## src/rtl/tiro_nave.sv

```systemverilog
// Player-ship projectile: one shot in flight, rises PASSO pixels per movement tick, then a cooldown.
// Define TIRO_AUTO_EN to make a held fire button launch repeatedly; by default a fresh press is required.
module tiro_nave #(
  parameter int CLK_DIV       = 320000,
  parameter int PASSO         = 4,
  parameter int Y_TOPO        = 8,
  parameter int OFFSET_X      = 16,
  parameter int RECARGA_TICKS = 10
) (
  input  logic       CLOCK_50,
  input  logic       reset,
  input  logic       pausa,
  input  logic       reiniciarJogo,
  input  logic       disparo,
  input  logic [9:0] x_nave,
  input  logic [9:0] y_nave,
  input  logic       acerto,
  output logic [9:0] x_bola_nave,
  output logic [9:0] y_bola_nave,
  output logic       ativa,
  output logic       disparou
);

  // state   | meaning
  // OCIOSO  | no shot, parked at (0,0), waiting for a fire request
  // VOANDO  | shot in flight, rising on each active tick
  // RECARGA | shot retired, counting cooldown ticks
  typedef enum logic [1:0] {OCIOSO, VOANDO, RECARGA} estado_t;

  localparam int DW = (CLK_DIV > 1) ? $clog2(CLK_DIV) : 1;
  localparam int RW = (RECARGA_TICKS > 1) ? $clog2(RECARGA_TICKS) : 1;
  localparam logic [DW-1:0] DIV_FIM = DW'(CLK_DIV - 1);
  localparam logic [RW-1:0] REC_FIM = (RECARGA_TICKS > 0) ? RW'(RECARGA_TICKS - 1) : '0;
  localparam logic [9:0]  X_MAX   = 10'd639;
  localparam logic [9:0]  Y_MIN   = 10'(Y_TOPO);
  localparam logic [9:0]  Y_LIM   = 10'(Y_TOPO + PASSO);
  localparam logic [9:0]  PASSO_V = 10'(PASSO);
  localparam logic [10:0] OFF_X   = 11'(OFFSET_X);

  estado_t       estado, estado_n;
  logic [DW-1:0] cont_div;
  logic [RW-1:0] cont_rec, cont_rec_n;
  logic          disparo_q;
  logic [9:0]    x_n, y_n;
  logic          ativa_n, disparou_n;
  logic          tick, tick_ativo, pedido;
  logic [10:0]   x_soma;
  logic [9:0]    x_lanc, y_lanc;

  assign tick       = (cont_div == DIV_FIM);
  assign tick_ativo = tick & ~pausa;

`ifdef TIRO_AUTO_EN
  assign pedido = disparo;
`else
  assign pedido = disparo & ~disparo_q;
`endif

  // Muzzle x is summed at 11 bits so a ship near the right edge clamps instead of wrapping.
  assign x_soma = {1'b0, x_nave} + OFF_X;
  assign x_lanc = (x_soma > 11'd639) ? X_MAX : x_soma[9:0];
  assign y_lanc = (y_nave <= Y_MIN) ? Y_MIN : (y_nave - 10'd1);

  always_ff @(posedge CLOCK_50 or posedge reset) begin
    if (reset) begin
      estado      <= OCIOSO;
      cont_div    <= '0;
      cont_rec    <= '0;
      disparo_q   <= 1'b0;
      x_bola_nave <= '0;
      y_bola_nave <= '0;
      ativa       <= 1'b0;
      disparou    <= 1'b0;
    end else if (reiniciarJogo) begin
      estado      <= OCIOSO;
      cont_div    <= '0;
      cont_rec    <= '0;
      disparo_q   <= 1'b0;
      x_bola_nave <= '0;
      y_bola_nave <= '0;
      ativa       <= 1'b0;
      disparou    <= 1'b0;
    end else begin
      estado      <= estado_n;
      cont_div    <= tick ? '0 : (cont_div + DW'(1));
      cont_rec    <= cont_rec_n;
      disparo_q   <= disparo;
      x_bola_nave <= x_n;
      y_bola_nave <= y_n;
      ativa       <= ativa_n;
      disparou    <= disparou_n;
    end
  end

  always_comb begin
    estado_n   = estado;
    cont_rec_n = cont_rec;
    x_n        = x_bola_nave;
    y_n        = y_bola_nave;
    ativa_n    = ativa;
    disparou_n = 1'b0;
    case (estado)
      OCIOSO: begin
        x_n     = '0;
        y_n     = '0;
        ativa_n = 1'b0;
        if (pedido && !pausa) begin
          estado_n   = VOANDO;
          x_n        = x_lanc;
          y_n        = y_lanc;
          ativa_n    = 1'b1;
          disparou_n = 1'b1;
        end
      end
      VOANDO: begin
        // A hit outranks movement, so a hit on a tick edge never moves the shot.
        if (acerto || (tick_ativo && (y_bola_nave < Y_LIM))) begin
          estado_n   = RECARGA;
          cont_rec_n = '0;
          x_n        = '0;
          y_n        = '0;
          ativa_n    = 1'b0;
        end else if (tick_ativo) begin
          y_n = y_bola_nave - PASSO_V;
        end
      end
      RECARGA: begin
        x_n     = '0;
        y_n     = '0;
        ativa_n = 1'b0;
        if (RECARGA_TICKS == 0) begin
          estado_n = OCIOSO;
        end else if (tick_ativo) begin
          if (cont_rec == REC_FIM) estado_n = OCIOSO;
          else cont_rec_n = cont_rec + RW'(1);
        end
      end
      default: begin
        estado_n = OCIOSO;
        x_n      = '0;
        y_n      = '0;
        ativa_n  = 1'b0;
      end
    endcase
  end

endmodule

```

## config.mk

```make
export PLATFORM = sky130hd
export DESIGN_NAME = tiro_nave
export DESIGN_NICKNAME = d
export VERILOG_FILES = /design/src/rtl/tiro_nave.sv
export SDC_FILE = /design/constraint.sdc
export NUM_CORES = 1
export LEC_CHECK = 0
export CAP_MARGIN = 10
export CORE_ASPECT_RATIO = 0.9
export CORE_UTILIZATION = 45
export CTS_BUF_LIST = sky130_fd_sc_hd__clkbuf_8 sky130_fd_sc_hd__clkbuf_16
export DETAILED_ROUTE_END_ITERATION = 16
export PLACE_DENSITY_LB_ADDON = 0.3
export SLEW_MARGIN = 20
export SYNTH_ARGS = -nofsm -noshare
export SYNTH_HDL_FRONTEND = slang
export SYNTH_SLANG_ARGS = --single-unit
```

## constraint.sdc

```tcl
create_clock -name CLOCK_50 -period 3.85 [get_ports CLOCK_50]
set_input_delay 0.5775 -clock CLOCK_50 [delete_from_list [all_inputs] [get_ports CLOCK_50]]
set_output_delay 0.5775 -clock CLOCK_50 [all_outputs]
set_load 0.005 [all_outputs]
```

After elaboration in Yosys (flattened, before gate mapping)
Cells that the tools add are included.
- register bits: 48
- latch bits: 0
- memory bits (writable): 0
- memory bits (read-only): 0
- output and inout bits: 22
- word-level logic and storage cells: 69
- memories kept: 0
- add/subtract/negate cells: 5
- $mul: 0
- divide/modulo/power cells: 0
- order comparisons: 3
- equal/unequal tests: 10
- shift operators: 0
- muxes and demuxes: 31
- bitwise operators: 4
- reduce and logical (&&, ||, !) cells: 8
- operators with widths (operator ; number):
    10-bit two-way mux ; 9
    10-bit case mux with 2 select lines ; 2
    19-bit two-way mux ; 2
    19-bit by 1-bit adder with 19-bit output (second input constant) ; 1
    19-bit == test (second input constant) ; 1
    4-bit two-way mux ; 4
    3-bit inequality test (second input constant) ; 5
    10-bit by 5-bit adder with 11-bit output (second input constant) ; 1
    11-bit by 10-bit > comparator with 1-bit output (second input constant) ; 1
    10-bit by 4-bit less-or-equal comparator with 1-bit output (second input constant) ; 1
    10-bit by 4-bit < comparator with 1-bit output (second input constant) ; 1
    2-bit two-way mux ; 5
    10-bit by 1-bit subtractor with 10-bit output (second input constant) ; 1
    10-bit by 3-bit subtractor with 10-bit output (second input constant) ; 1
    4-bit case mux with 2 select lines ; 1
    4-bit AND reduction ; 2
    1-bit two-way mux ; 6
    2-bit case mux with 3 select lines ; 1
    4-bit by 1-bit adder with 4-bit output (second input constant) ; 1
    4-bit == test (second input constant) ; 1
    4-bit inequality test (second input constant) ; 1
    3-bit nonzero test ; 1
    1-bit bitwise AND ; 2
    2-bit by 1-bit == test with 1-bit output (second input constant) ; 1
    other kinds (7) ; 9

Logic depth before layout (Yosys ltp)
Gate-level depths: netlist (run 1).
- word-level depth: 7
- depth in mapped cells: 8
- mapped depth without buffers: 7

Least setup slack after synthesis (run 1)
No wires, ideal clock.
- path kind: input-to-reg
- start point: in y_nave[7]
- end point: reg y_bola_nave[6]
- arrival time: 2.108 ns
- required time: 3.719 ns
- slack: 1.611 ns
- stages on the path: 5
- path buffers: 0
- cell sequence: or4_1 -> a2111oi_2 -> nand2b_1 -> nor2_1 -> or3_1
- longest elaborated chain between the ends: 5
- ends and longest elaborated chain (item ; line ; text):
    start: declaration ; 16 ; input logic [9:0] y_nave,
    10-bit by 4-bit less-or-equal comparator with 1-bit output ; 62 ; assign y_lanc = (y_nave <= Y_MIN) ? Y_MIN : (y_nave - 10'd1);
    10-bit two-way mux ; 62 ;
    10-bit two-way mux ; 107 ; if (pedido && !pausa) begin
    10-bit case mux with 2 select lines ; 102 ; case (estado)
    10-bit two-way mux ; 74 ; end else if (reiniciarJogo) begin
    end signal: assignment ; 89 ; y_bola_nave <= y_n;
    end: declaration ; 19 ; output logic [9:0] y_bola_nave,
No other way between the ends.
A chain may end at the register's enable or synchronous reset.

Final worst setup path (run 1)
Ends and elaborated chain as after synthesis.

==> metrics.md, run 1 <==
| Metric | Value |
|---|---|
| Synthesized instance count | `290` |
| CTS H-tree lvls | `2` |
| Ys async rst share | `1.00` |
| Final worst slack | `1.23 ns` |
| GRT Total Usage | `0.198` |
| Area Growth Syn to Fin | `23.7%` |
| Die Span Y | `76.4 um` |
| Outcome | `completed` |
| Pwr dens | `303 nW/um2` |
| DP Area | `3300 um2` |
| Drt drc | `0` |
| Post-CTS Setup Bufs | `0` |
| Clock sinks | `48` |
| Relative slew slack | `0.455` |
| Synth cell types | `53` |
| Met2 WL post-DR | `2770 um` |
| Grt total ovfl | `0` |
| First-pass GRT wire length | `10,400 um` |
| Met1 wire length | `3130 um` |
| DP HPWL | `4530 um` |
| Detailed Routing Iterations Pass 1 | `6` |
| Die width | `84.6 um` |
| Clock skew | `0.0136 ns` |
| Wire per inst | `15.0 um` |
| Finished Layout Cells | `410` |
| # port buffers | `47` |
| Starting Density | `0.477` |
| Pwr Total | `1.04 mW` |
| Slew Limit Fails | `0` |
| Leakage | `1.52 nW` |
| DRT antenna net count | `0` |
| Crit end category | `flip-flop` |
| Final Setup Violations | `0` |
| Initial antenna violation count | `0` |
| WL met3 | `223 um` |
| I/O pins | `48` |
| RePlAce Congestion | `0.875` |
| Fin. Hold Viols | `0` |
| Via count | `2,352` |
| EDFF count, synth | `0` |
| Clk_lat worst skew | `0.30 ns` |
| Post_cts resized | `0` |
| Core ar. | `5790 um2` |
| Syn avg cell area | `9.53 um2` |
| Drt via density | `5.74` |
| Share of cells above drive strength 1 | `0.0676` |
| Routed WL | `6160 um` |
| Minimum clock period | `2.62 ns` |
| Slew of the pin with the lowest slew margin | `0.817 ns` |
| Mapped Area | `2760 um2` |
| Clock tree buffer depth | `2` |
| Final period utilization | `0.680` |
| Num CTS Buffers | `5` |
| IR drop worst, VDD | `0.150 mV` |
| Die footprint | `6460 um2` |
| CP Max Fanout | `6` |
| Max-Cap Viols | `0` |
| Data required, critical path | `4.04 ns` |
| First DRT Iteration DRCs | `151` |
| Synth warn | `0` |
| Cell total after placement | `402` |
| Worst Hold Class | `flip-flop to flip-flop` |
| Unrepaired setup endpoints after global routing | `no` |
| Top Metal Used | `met4` |
| Design Area, Final | `3420 um2` |
| WS Path Type | `primary input to flip-flop` |
| Core Rows | `26` |
| Worst-path clk slew | `0.10 ns` |
| Fin Setup TNS | `0 ns` |
| TritonCTS clock tree | `yes` |
| Final nets | `373` |
| Synth Flop Type | `dfrtp_1` |
| # diodes | `0` |
| Crit path DAT | `2.81 ns` |
| Maximum clock frequency | `382 MHz` |
| Largest net degree at the start of global routing | `49` |
| Startpoint types | `primary input` |
| Syn_nets | `324` |
| Hold Buf Count CTS | `0` |
| FF+latch count, synth | `48` |
| Pre-CTS WS | `0.917 ns` |
| CTS Root Cell | `clkbuf_8` |
| Vias in the first global route | `2,189` |
| Sequential area share after synthesis | `0.435` |
cell families (layout without fill, tap and decap cells):
| kind of cell | Yosys count | count (layout) | share of synthesized area |
|---|---|---|---|
| DFF | 48 | 48 | 0.435 |
| and+or+nand+nor | 140 | 140 | 0.277 |
| buffers and inverters | 18 | 68 | 0.0276 |
| muxes | 3 | 3 | 0.0118 |
| AOI/OAI and AO/OA | 47 | 47 | 0.130 |
| xor gates and xnor gates | 26 | 26 | 0.0824 |
| adders and majority gates | 8 | 8 | 0.0362 |
report_power, final:
group	switching (mW)	internal (mW)	total, mW	leakage (nW)
Clock	0.180	0.196	0.376	0.0548
Sequential	0.0118	0.516	0.527	0.662
Combinational	0.0675	0.0645	0.132	0.802
metrics by stage:
| stage | utilization | hold slack [ns] |
|---|---|---|
| floorplan | - | 0.455 |
| CTS | 0.589 | 0.486 |
| detailed placement | 0.570 | 0.459 |
| global route | 0.590 | 0.521 |
| global placement | 0.570 | 0.470 |
| finish | 0.590 | 0.491 |
synthesized netlist by cell type (all sizes together), types with 7 or more instances:
library cell   n  area [um2]
xnor2         11        96.3
and3           7        43.8
nand2         25        93.8
nor3          12        60.1
nor2          32         120
nand2b        10        70.1
dfrtp         48        1200
nand4          7        50.1
ha             8         100
inv           12        45.0
nand3         13        65.1
xor2          15         131
a21oi          9        45.0
flip-flops by register name, indices dropped and copies added (netlist names):
signal	count
cont_div	19
x_bola_nave	10
y_bola_nave	10
cont_rec	4
estado	2
ativa	1
disparo_q	1
disparou	1
layout by cell type (no fill, tap or decap), drive strengths merged, types with 5 or more instances in the layout:
cell type / instances
nand3: 13
xnor2: 11
nor4: 5
nor2: 32
nand2: 25
clkdlybuf4s50: 47
nor3: 12
nand2b: 10
o21ai: 6
clkbuf: 5
a21oi: 9
and3: 7
nand4: 7
inv: 12
ha: 8
dfrtp: 48
a221o: 5
a211o: 5
xor2: 15
nor2b: 6
o211ai: 5
layer usage:
metal	vias to the layer above	track usage
met1	1138	0.288
li1	1144	-
met5	-	0
met3	4	0.0390
met2	66	0.309
met4	0	0.0373
worst max-delay path, stage by stage:
cell	delay (ns)
clkdlybuf4s50_1	0.44
or4_1	0.58
a2111oi_2	0.47
nand2b_1	0.30
nor2_1	0.08
or3_1	0.36
area by class of cell:
class | count | area (um2)
well taps | 70 | 87.6
multi-input cells | 224 | 1490
repair buffers | 48 | 478
clock inverters | 3 | 46.3
fillers | 497 | 2370
flip-flops and latches | 48 | 1200
inverters | 12 | 46.3
clock buffers | 5 | 68.8
path summary, 6_finish.rpt:
path	startpoint	end	slack (ns)	cells past startpoint
min in group asynchronous	reset	cont_div[13]$_DFF_PP0_	0.74	2
hold / removal	x_bola_nave[8]$_DFFE_PP0P_	x_bola_nave[8]$_DFFE_PP0P_	0.49	2
setup / recovery	y_nave[7]	y_bola_nave[6]$_DFFE_PP0P_	1.23	6
max in group asynchronous	reset	y_bola_nave[2]$_DFFE_PP0P_	2.62	2
setup reg to reg	y_bola_nave[2]$_DFFE_PP0P_	cont_rec[3]$_DFFE_PP0P_	1.27	6
hold reg to reg	x_bola_nave[8]$_DFFE_PP0P_	x_bola_nave[8]$_DFFE_PP0P_	0.49	2
Power figures use the tool's default switching activity.
==> run 2, diff against run 1 <==
==> constraint.sdc (replaced) <==
create_clock -name CLOCK_50 -period 2.15 [get_ports CLOCK_50]
set_input_delay 0.3225 -clock CLOCK_50 [delete_from_list [all_inputs] [get_ports CLOCK_50]]
set_output_delay 0.3225 -clock CLOCK_50 [all_outputs]
set_load 0.005 [all_outputs]
==> metrics.md, run 2 (synthesized netlist as in run 1, its figures left out) <==
| Metric | Value |
|---|---|
| Final worst slack | `0.0545 ns (was 1.23 ns)` |
| Area Growth Syn to Fin | `37.8% (was 23.7%)` |
| Crit end category | `flip-flop (unchanged)` |
| Hold Worst Slack | `0.390 ns (was 0.491 ns)` |
| Clock tree buffer depth | `2 (unchanged)` |
| Finished Layout Cells | `455 (was 410)` |
| Core Rows | `26 (unchanged)` |
| Top flop regs | `cont_div: 19 flops, x_bola_nave: 10 flops, y_bola_nave: 10 flops (unchanged)` |
| Worst-path clk slew | `0.09 ns (was 0.10 ns)` |
| Via count | `2,504 (was 2,352)` |
| Relative slew slack | `0.690 (was 0.455)` |
| Max FFs per register | `19 (unchanged)` |
| CTS Root Cell | `clkbuf_8 (unchanged)` |
| Pre-CTS WS | `-0.238 ns (was 0.917 ns)` |
| Maximum clock frequency | `477 MHz` |
| Num CTS Buffers | `5 (unchanged)` |
| Die Span Y | `76.4 um (unchanged)` |
| Slew Limit Fails | `0 (unchanged)` |
| TritonCTS clock tree | `yes (unchanged)` |
| GRT Total Usage | `0.216 (was 0.198)` |
| Grt total ovfl | `0 (unchanged)` |
| Wire per inst | `14.3 um (was 15.0 um)` |
| IR drop worst, VDD | `0.274 mV (was 0.150 mV)` |
| Final nets | `418 (was 373)` |
| First DRT Iteration DRCs | `133 (was 151)` |
| Data required, critical path | `2.33 ns (was 4.04 ns)` |
| Clock sinks | `48 (unchanged)` |
| Final period utilization | `0.975` |
| Max-Cap Viols | `0 (unchanged)` |
| Pwr dens | `494 nW/um2 (was 303 nW/um2)` |
| First-pass GRT wire length | `11,300 um (was 10,400 um)` |
| Clk_lat worst skew | `0.30 ns (about the same)` |
| Vias in the first global route | `2,455 (was 2,189)` |
| DRT antenna net count | `0 (unchanged)` |
| Startpoint types | `primary input (unchanged)` |
| Cell total after placement | `446 (was 402)` |
| Clk pwr share | `0.335 (was 0.363)` |
| Pwr Total | `1.88 mW (was 1.04 mW)` |
| Starting Density | `0.477 (unchanged)` |
| Switch share | `0.238 (was 0.250)` |
| Reg with most FFs | `cont_div (unchanged)` |
| Leakage | `1.75 nW (was 1.52 nW)` |
| Clock skew | `0.00804 ns (was 0.0136 ns)` |
| Die footprint | `6460 um2 (unchanged)` |
| I/O pins | `48 (unchanged)` |
| Slew of the pin with the lowest slew margin | `0.464 ns (was 0.817 ns)` |
| Net switching power | `0.448 mW (was 0.259 mW)` |
| Initial antenna violation count | `0 (unchanged)` |
| Drt via density | `5.50 (was 5.74)` |
| Worst Hold Class | `primary input to async pin (was flip-flop to flip-flop)` |
| Comb pwr share | `0.164 (was 0.127)` |
| Crit path DAT | `2.28 ns (was 2.81 ns)` |
| Part of the power in registers | `0.501 (was 0.509)` |
| Minimum clock period | `2.10 ns` |
| DP HPWL | `5000 um (was 4530 um)` |
| Routed WL | `6510 um (was 6160 um)` |
| Detailed Routing Iterations Pass 1 | `4 (was 6)` |
| Commonest non-fill, non-tap cells in the layout | `dfrtp_1, clkdlybuf4s50_1, buf_4, nor2_1, nand2_1 (was dfrtp_1, clkdlybuf4s50_1, nor2_1, nand2_1, xor2_1)` |
| Largest net degree at the start of global routing | `49 (unchanged)` |
| Internal cell power | `1.43 mW (was 0.776 mW)` |
| Final Setup Violations | `0 (unchanged)` |
| CTS H-tree lvls | `2 (unchanged)` |
| Core ar. | `5790 um2 (unchanged)` |
| Fin Setup TNS | `0 ns (unchanged)` |
| WS Path Type | `primary input to flip-flop (unchanged)` |
| Drt drc | `0 (unchanged)` |
| # port buffers | `47 (unchanged)` |
| # diodes | `0 (unchanged)` |
| CP Max Fanout | `2 (was 6)` |
| RePlAce Congestion | `0.957 (was 0.875)` |
| Fin. Hold Viols | `0 (unchanged)` |
| Share of cells above drive strength 1 | `0.190 (was 0.0676)` |
| Outcome | `completed (unchanged)` |
| Die width | `84.6 um (unchanged)` |
==> run 2: cell types whose count changed in the layout (fill, tap and decap cells not counted), sizes merged <==
cell	previous run	this run
clkinvlp	1	0
inv	12	13
buf	1	46
==> run 2: power by group through the flow <==
stage          Combinational [mW]  Sequential, mW  Clock, mW
2_1_floorplan               0.118           0.958          0
6_report                    0.308           0.942      0.629
4_1_cts                     0.301           0.941      0.645
3_3_place_gp                0.293           0.958          0
5_1_grt                     0.339           0.946      0.685
3_5_place_dp                0.300           0.958          0
==> run 2: path summary, 6_finish.rpt <==
kind	from	slack, ns	endpoint	cells after the start
max	y_nave[7]	0.05	y_bola_nave[6]$_DFFE_PP0P_	6
min	reset	0.39	cont_div[10]$_DFF_PP0_	3
max reg2reg	y_bola_nave[2]$_DFFE_PP0P_	0.08	cont_rec[2]$_DFFE_PP0P_	6
min reg2reg	x_bola_nave[8]$_DFFE_PP0P_	0.47	x_bola_nave[8]$_DFFE_PP0P_	2
max in group asynchronous	reset	1.53	y_bola_nave[8]$_DFFE_PP0P_	3
min in group CLOCK_50	x_bola_nave[8]$_DFFE_PP0P_	0.47	x_bola_nave[8]$_DFFE_PP0P_	2
==> run 2: final cells by class <==
type / count / area (um2)
flip-flops and latches: 48 / 1200
multi-input cells: 224 / 1540
inverters: 12 / 45.0
clock buffers: 5 / 68.8
repair buffers: 93 / 828
fillers: 473 / 1980
clock inverters: 3 / 38.8
well taps: 70 / 87.6
==> run 2: routing by layer <==
metal  vias to the layer above  global-route usage  routed length (um)
met5                         -                   0                   0
met1                      1177               0.304                3110
met4                         0              0.0542                  72
li1                       1237                   -                   -
met3                         8              0.0358                 303
met2                        82               0.350                3020
==> run 2: worst max-delay path, cell delays in order <==
cell,delay (ns)
clkdlybuf4s50_1,0.41
or4_1,0.59
a2111oi_4,0.36
nand2b_1,0.18
nor2_1,0.06
or3_1,0.36
==> run 2: stage by stage <==
step,util,instance area (um2)
6_report,0.658,3810
5_1_grt,0.658,3810
4_1_cts,0.649,3760
3_5_place_dp,0.630,3650
3_3_place_gp,0.630,3650
2_1_floorplan,-,2770
==> run 2: timing repair <==
action / 4_1_cts / 5_1_grt
hold buffers: 0 / 0
buffers inserted: 0 / 1
gates resized for setup: 0 / 8
endpoints found under the setup margin: 0 / 4
